$ cat src/rtl/aidc_lite_job_sched.sv
// Descriptor FIFO plus single-engine job scheduler for the AIDC-lite compressor.
// Optional BUSY watchdog is enabled by defining AIDC_LITE_JOB_SCHED_TIMEOUT_EN.
module aidc_lite_job_sched #(
  parameter int unsigned DEPTH          = 4,
  parameter int unsigned TIMEOUT_CYCLES = 65535
) (
  input  logic        clk,
  input  logic        rst,
  input  logic        job_valid_i,
  output logic        job_ready_o,
  input  logic [31:0] job_src_i,
  input  logic [31:0] job_dst_i,
  input  logic [24:0] job_len_i,
  output logic [7:0]  job_id_o,
  output logic [31:0] eng_src_o,
  output logic [31:0] eng_dst_o,
  output logic [24:0] eng_len_o,
  output logic        eng_start_o,
  input  logic        eng_done_i,
  output logic        cmpl_valid_o,
  input  logic        cmpl_ready_i,
  output logic [7:0]  cmpl_id_o,
  output logic        cmpl_err_o,
  output logic        busy_o,
  output logic [4:0]  count_o
);
  localparam int unsigned AW = $clog2(DEPTH);

  if (DEPTH < 2 || DEPTH > 16 || (DEPTH & (DEPTH - 1)) != 0) begin : g_depth_chk
    $error("aidc_lite_job_sched: DEPTH must be a power of 2 in 2..16");
  end
  if (TIMEOUT_CYCLES == 0) begin : g_timeout_chk
    $error("aidc_lite_job_sched: TIMEOUT_CYCLES must be non-zero");
  end

  typedef struct packed {
    logic [31:0] src;
    logic [31:0] dst;
    logic [24:0] len;
    logic [7:0]  id;
  } desc_t;

  typedef enum logic [2:0] {
    S_IDLE,
    S_ISSUE,
    S_ARM,
    S_BUSY,
    S_CMPL
  } state_t;

  state_t        state;
  desc_t         mem [DEPTH];
  desc_t         head;
  logic [AW-1:0] wr_ptr;
  logic [AW-1:0] rd_ptr;
  logic [4:0]    count;
  logic [7:0]    id_cnt;
  logic          push;
  logic          pop;

  assign count_o     = count;
  assign job_id_o    = id_cnt;
  assign job_ready_o = (count < 5'(DEPTH));
  assign push        = job_valid_i && job_ready_o;
  assign pop         = (state == S_IDLE) && (count != '0);
  assign head        = mem[rd_ptr];
  assign busy_o      = (state != S_IDLE) || (count != '0);

  // Storage is not reset; only pointers and occupancy define validity.
  always_ff @(posedge clk) begin
    if (push) begin
      mem[wr_ptr] <= {job_src_i, job_dst_i, job_len_i, id_cnt};
    end
  end

  always_ff @(posedge clk) begin
    if (rst) begin
      wr_ptr <= '0;
      rd_ptr <= '0;
      count  <= '0;
      id_cnt <= '0;
    end else begin
      if (push) begin
        wr_ptr <= wr_ptr + 1'b1;
        id_cnt <= id_cnt + 8'd1;
      end
      if (pop) begin
        rd_ptr <= rd_ptr + 1'b1;
      end
      case ({push, pop})
        2'b10:   count <= count + 5'd1;
        2'b01:   count <= count - 5'd1;
        default: count <= count;
      endcase
    end
  end

`ifdef AIDC_LITE_JOB_SCHED_TIMEOUT_EN
  logic [31:0] wdog;
  logic        err_q;
  assign cmpl_err_o = err_q;
`else
  assign cmpl_err_o = 1'b0;
`endif

  always_ff @(posedge clk) begin
    if (rst) begin
      state        <= S_IDLE;
      eng_src_o    <= '0;
      eng_dst_o    <= '0;
      eng_len_o    <= '0;
      eng_start_o  <= 1'b0;
      cmpl_valid_o <= 1'b0;
      cmpl_id_o    <= '0;
`ifdef AIDC_LITE_JOB_SCHED_TIMEOUT_EN
      wdog         <= '0;
      err_q        <= 1'b0;
`endif
    end else begin
      eng_start_o <= 1'b0;
      case (state)
        S_IDLE: begin
          if (pop) begin
            eng_src_o <= head.src;
            eng_dst_o <= head.dst;
            eng_len_o <= head.len;
            cmpl_id_o <= head.id;
            // Zero-length jobs complete without ever touching the engine.
            if (head.len != '0) begin
              state       <= S_ISSUE;
              eng_start_o <= 1'b1;
            end else begin
              state        <= S_CMPL;
              cmpl_valid_o <= 1'b1;
`ifdef AIDC_LITE_JOB_SCHED_TIMEOUT_EN
              err_q        <= 1'b0;
`endif
            end
          end
        end
        S_ISSUE: begin
          state <= S_ARM;
`ifdef AIDC_LITE_JOB_SCHED_TIMEOUT_EN
          wdog  <= '0;
`endif
        end
        S_ARM: begin
          state <= S_BUSY;
        end
        S_BUSY: begin
          if (eng_done_i) begin
            state        <= S_CMPL;
            cmpl_valid_o <= 1'b1;
`ifdef AIDC_LITE_JOB_SCHED_TIMEOUT_EN
            err_q        <= 1'b0;
          end else if (wdog == 32'(TIMEOUT_CYCLES - 1)) begin
            state        <= S_CMPL;
            cmpl_valid_o <= 1'b1;
            err_q        <= 1'b1;
          end else begin
            wdog <= wdog + 32'd1;
`endif
          end
        end
        S_CMPL: begin
          if (cmpl_ready_i) begin
            state        <= S_IDLE;
            cmpl_valid_o <= 1'b0;
          end
        end
        default: state <= S_IDLE;
      endcase
    end
  end

endmodule

$ cat config.mk
export PLATFORM = sky130hd
export DESIGN_NAME = aidc_lite_job_sched
export DESIGN_NICKNAME = d
export VERILOG_FILES = /design/src/rtl/aidc_lite_job_sched.sv
export SDC_FILE = /design/constraint.sdc
export NUM_CORES = 1
export LEC_CHECK = 0
export ABC_AREA = 1
export BUFFER_PORTS_ARGS = -buffer_cell sky130_fd_sc_hd__buf_4
export CAP_MARGIN = 20
export CORE_MARGIN = 2
export CORE_UTILIZATION = 50
export CTS_CLUSTER_DIAMETER = 40
export DETAILED_ROUTE_END_ITERATION = 10
export PLACE_DENSITY = 0.79
export SYNTH_ARGS = -nofsm -noshare
export SYNTH_HDL_FRONTEND = slang
export SYNTH_SLANG_ARGS = --single-unit
$ cat constraint.sdc
create_clock -name clk -period 6.6 [get_ports clk]
set_clock_uncertainty 0.2 [all_clocks]
set_input_delay 0.66 -clock clk [delete_from_list [all_inputs] [get_ports clk]]
set_output_delay 0.66 -clock clk [all_outputs]
set_load 0.01 [all_outputs]
* Yosys cells after proc, flatten, opt, wreduce, memory -nomap -nowiden *
Memories as Yosys holds them, arrays and structs flattened. A register that Yosys moved wholly into a read port is not among the register bits.
Index checks and enable logic that the tools add are counted.

word-level totals
  flip-flop bits (word level) = 119
  memory bits (writable) = 388
  bits of input ports = 94
  output and inout bits = 115
  word-level logic and storage cells = 59
  memories kept = 1

memory list
  name  words  bits a word  rd ports  clocked after memory_dff  wr ports  line  RTL
  mem   4      97           1         1                         1         52    desc_t mem [DEPTH];

cells by class
  add/subtract/negate cells = 5
  order comparisons = 1
  eq/ne operators = 10
  muxes and demuxes = 16
  bitwise gates (word level) = 2
  reductions and logical operators = 13

operator list
  kind                                                        count
  nonzero test 25 bit                                         1
  case mux 3 bit (5 select lines)                             1
  2-to-1 mux 3 bit                                            4
  case mux 5 bit (2 select lines)                             1
  adder 8 x 1 -> 8 bit, second input constant                 1
  != test 2 bit, second input constant                        4
  2-to-1 mux 1 bit                                            7
  == test 3 x 2 -> 1 bit, second input constant               2
  nonzero test 3 bit                                          2
  adder 5 x 1 -> 5 bit, second input constant                 1
  less-than comparator 5 x 3 -> 1 bit, second input constant  1
  AND reduction 5 bit                                         1
  nonzero test 5 bit                                          1
  subtractor 5 x 1 -> 5 bit, second input constant            1
  adder 2 x 1 -> 2 bit, second input constant                 2
  2-to-1 mux 2 bit                                            2
  == test 3 x 1 -> 1 bit, second input constant               1
  == test 3 bit, second input constant                        1
  logical NOT 3 bit                                           1
  case mux 1 bit (3 select lines)                             1
  AND reduction 3 bit                                         1
  OR reduction 3 bit                                          1
  == test 2 x 1 -> 1 bit, second input constant               1
  == test 2 bit, second input constant                        1
  5 further kinds                                             7

* Longest topological paths before layout *
  word-level depth = 4
  mapped depth = 19
  mapped depth without buffers = 16

* Worst setup path before layout *
No wires, ideal clock.

  path kind = reg2reg
  from = register count[4] (netlist: count_o[4])
  to = memory mem[0][0] (netlist name), enable pin
  library setup time = 554 ps
  arrival = 5045 ps
  data required time = 5846 ps
  slack = 801 ps
  cell stages (with the launch flop) = 7
  buffers on the path = 1
  period minus slack after synthesis = 5799 ps
  cells stage by stage = dfxtp_1 -> nor2_1 -> nand2_1 -> inv_1 -> nand2_1 -> clkbuf_1 -> nor2_1

between the ends
  cells in the longest elaborated chain, start to end = 4

RTL lines
  item                                    line  RTL
  start, declared                         56    logic [4:0] count;
  start signal, assigned                  91    2'b10: count <= count + 5'd1;
  start signal, assigned                  92    2'b01: count <= count - 5'd1;
  start signal, assigned                  93    default: count <= count;
  less-than comparator 5 x 3 -> 1 bit     63    assign job_ready_o = (count < 5'(DEPTH));
  named net job_ready_o                   10    output logic job_ready_o,
  logical AND 1 bit                       64    assign push = job_valid_i && job_ready_o;
  2-to-1 mux 1 bit                        71    if (push) begin
  2-to-1 mux 1 bit (not written as such)  72    mem[wr_ptr] <= {job_src_i, job_dst_i, job_len_i, id_cnt};
  end, declared                           52

The timed path passes the listed nets, and every way through them passes these cells.

* Worst setup path in the final report *
  from = register count[3] (netlist: count_o[3])
  to = memory mem[3][90] (netlist name), enable pin

between the ends
  cells in the longest elaborated chain, start to end = 4

RTL lines
  item                                    line
  less-than comparator 5 x 3 -> 1 bit     63
  logical AND 1 bit                       64
  2-to-1 mux 1 bit                        71
  2-to-1 mux 1 bit (not written as such)  72

No other way between the ends.

==> reports/qor.yml <==
synth.avg_cell_area_um2: 12.0
finalSetupViolCount: 0
syn_area_mm2: 0.0189
fin_ws_ns: 3.31
die_w_um: 199
grt.overflow.total: 0
place_ws_ns: 3.21
cts_sinks: 509
insertion_delay_ns: 0.59
hpwl_um: 22700
pwr-share-seq_pct: 41.6
gp_congestion: 0.795
reg2reg_to: "mem[3][90]"
grt_max_degree: 110
cts_hold_buf: 0
combPwrFrac_pct: 25.6
leakagePower_nw: 8.47
rsz0062_at_grt: "no"
grt_pass1_vias: 12265
period_needed_ns: 3.29
max_freq_ghz: 0.304
nets: 1858
core_area_mm2: 0.0375
grt_pass1_wl_um: 64900
reg2reg_depth: 7
maxCapViolCount: 0
drive_gt1_share_pct: 18.7
die_h_um: 199
finalWirelength_um: 42300
setup.worst_path.start_class: "flop"
period_share_pct: 49.8
wire_per_inst_um: 18.3
switching_share_pct: 32.3
max-clock-path-buffers: 3
place_area_mm2: 0.0208
port_buffers: 207
cts_root_buf: "clkbuf_16"
ant_nets: 0
synth_seq_area_share_pct: 74.4
relSlewSlack_pct: 27.9
startpoint: "count_o[3]"
cell_internal_pwr_mw: 6.99
drt_iter0_drc: 827
yosys_warnings: 0
cp-endpoint: "mem[3][90]"
cts_tree: "yes"
end_kind: "flop"
vias: 12448
r2r_slack_ns: 3.31
powerDensity_mw_per_mm2: 451
cts_made_buffers: 58
synth-seq-cells: 509
area_growth_pct: 21.1
hp-start: "job_len_i[9]"
drv_slew: 0
min_path_type: "input pin to flop"
power_switching_mw: 3.34
cts_resized: 0
path_class: "flop to flop"
min_path_cells: 1
power.total_mw: 10.3
crit_arrival_ns: 3.30
synth_nets: 1676
drc_errors: 0
tightestPinTransition_ns: 1.08
num_antenna_cells: 0
final-hold-violation-count: 0
clk_pin_slew_ns: 0.06
whs_ns: 0.0618
clkPwrFrac_pct: 32.8
fin_setup_tns_ns: 0
crit_required_ns: 6.61
crit_path_max_fanout: 51
htree_levels: 2
final_area_mm2: 0.0229
avgViaCountPerCell: 5.37
synthDistinctLibCells: 28
peakVddDrop_mv: 0.310
cts_setup_buffers: 0
rows: 71
dieArea_mm2: 0.0394
netlist_instances: 1574
ios: 209
status: "complete, no violations"
start_util_pct: 50.5
grt_usage_pct: 21.4
antenna_found_initial: 0
reg2reg_from: "count_o[3]"
dr.pass1.iters: 6
## power groups by stage
stage,Clock [mW],Sequential (mW),Combinational (mW)
after floorplan,0,4.37,1.70
after global placement,0,4.34,2.55
after detailed placement,0,4.35,2.65
after CTS,3.45,4.29,2.66
after global routing,3.57,4.34,2.98
final,3.39,4.29,2.64
## stage by stage
stage               instances  util, %
floorplan                1574        -
global placement         2207     55.5
detailed placement       2207     55.5
CTS                      2317     61.1
global route             2317     61.1
finish                   2317     61.1
## worst min-delay path by stage
stage              endpoint
2_1_floorplan          flop
3_3_place_gp           flop
3_5_place_dp   cmpl_valid_o
4_1_cts          mem[1][61]
5_1_grt          mem[0][22]
6_report         mem[2][17]
## Yosys cell counts
cell,count,share of area [%]
a21o_1,1,0.040
a21oi_1,41,1.1
a31oi_1,74,2.4
buf_1,6,0.12
buf_2,40,1.1
buf_4,3,0.12
buf_6,3,0.18
clkbuf_1,48,0.95
clkinv_1,1,0.020
conb_1,1,0.020
dfxtp_1,121,13
edfxtp_1,388,62
ha_1,8,0.53
inv_1,23,0.46
inv_2,4,0.079
nand2_1,169,3.4
nand3_1,54,1.4
nand3b_1,1,0.040
nand4_1,2,0.066
nor2_1,314,6.2
nor2_2,3,0.099
nor3_1,4,0.11
o21a_1,1,0.040
o21ai_0,254,6.7
o221ai_1,2,0.093
or2_2,1,0.033
xnor2_1,1,0.046
xor2_1,6,0.28
## sequential cells by signal, summed over array words and instances (netlist names), named ones only
signal	count
cmpl_valid_o	1
eng_len_o	25
rd_ptr	2
mem	388
wr_ptr	2
job_id_o	8
eng_start_o	1
eng_dst_o	32
state	3
count_o	5
cmpl_id_o	8
eng_src_o	32
## area by class of cell
| type | count | area (um2) |
|---|---|---|
| clock buffer | 71 | 1600 |
| inverter | 28 | 119 |
| timing repair buffer | 222 | 1670 |
| multi-input combinational | 937 | 4320 |
| fill | 2824 | 14600 |
| sequential | 509 | 14100 |
| clock inverter | 39 | 493 |
| tap | 511 | 639 |
## worst max-delay path, cell delays in order, from the launching register on
cell and delay [ns]:
dfxtp_1 0.36, nor2_1 0.13, nand2_1 0.09, inv_1 0.10
nand2_1 0.40, nor2_4 0.20, buf_4 0.61, buf_4 0.70
## layout by cell type, fill, tap and decap left out, drive strengths merged
| master | n |
|---|---|
| a21o | 1 |
| a21oi | 41 |
| a31oi | 74 |
| buf | 222 |
| bufinv | 9 |
| clkbuf | 71 |
| clkinv | 18 |
| clkinvlp | 6 |
| conb | 1 |
| dfxtp | 121 |
| edfxtp | 388 |
| ha | 8 |
| inv | 34 |
| nand2 | 169 |
| nand3 | 54 |
| nand3b | 1 |
| nand4 | 2 |
| nor2 | 317 |
| nor3 | 4 |
| o21a | 1 |
| o21ai | 254 |
| o221ai | 2 |
| or2 | 1 |
| xnor2 | 1 |
| xor2 | 6 |
## per-layer routing
layer  wire length (um)  GRT usage [%]  up-vias
met3               3320           4.27       87
met2              20700           36.6      463
li1                   -              -     5958
met5                  0              0        -
met4               1250           8.68        0
met1              17000           26.7     5940
## kinds of logic after synthesis
logic type               share of synthesized area (%)
AO/OA/AOI/OAI                                     10.4
AND/OR/NAND/NOR                                   11.4
flip-flops                                        74.4
XOR/XNOR                                         0.324
adder cells (fa/ha/maj)                          0.529
other                                           0.0198
buffers and inverters                             2.98
No activity file was read; power rests on OpenSTA's default activity.
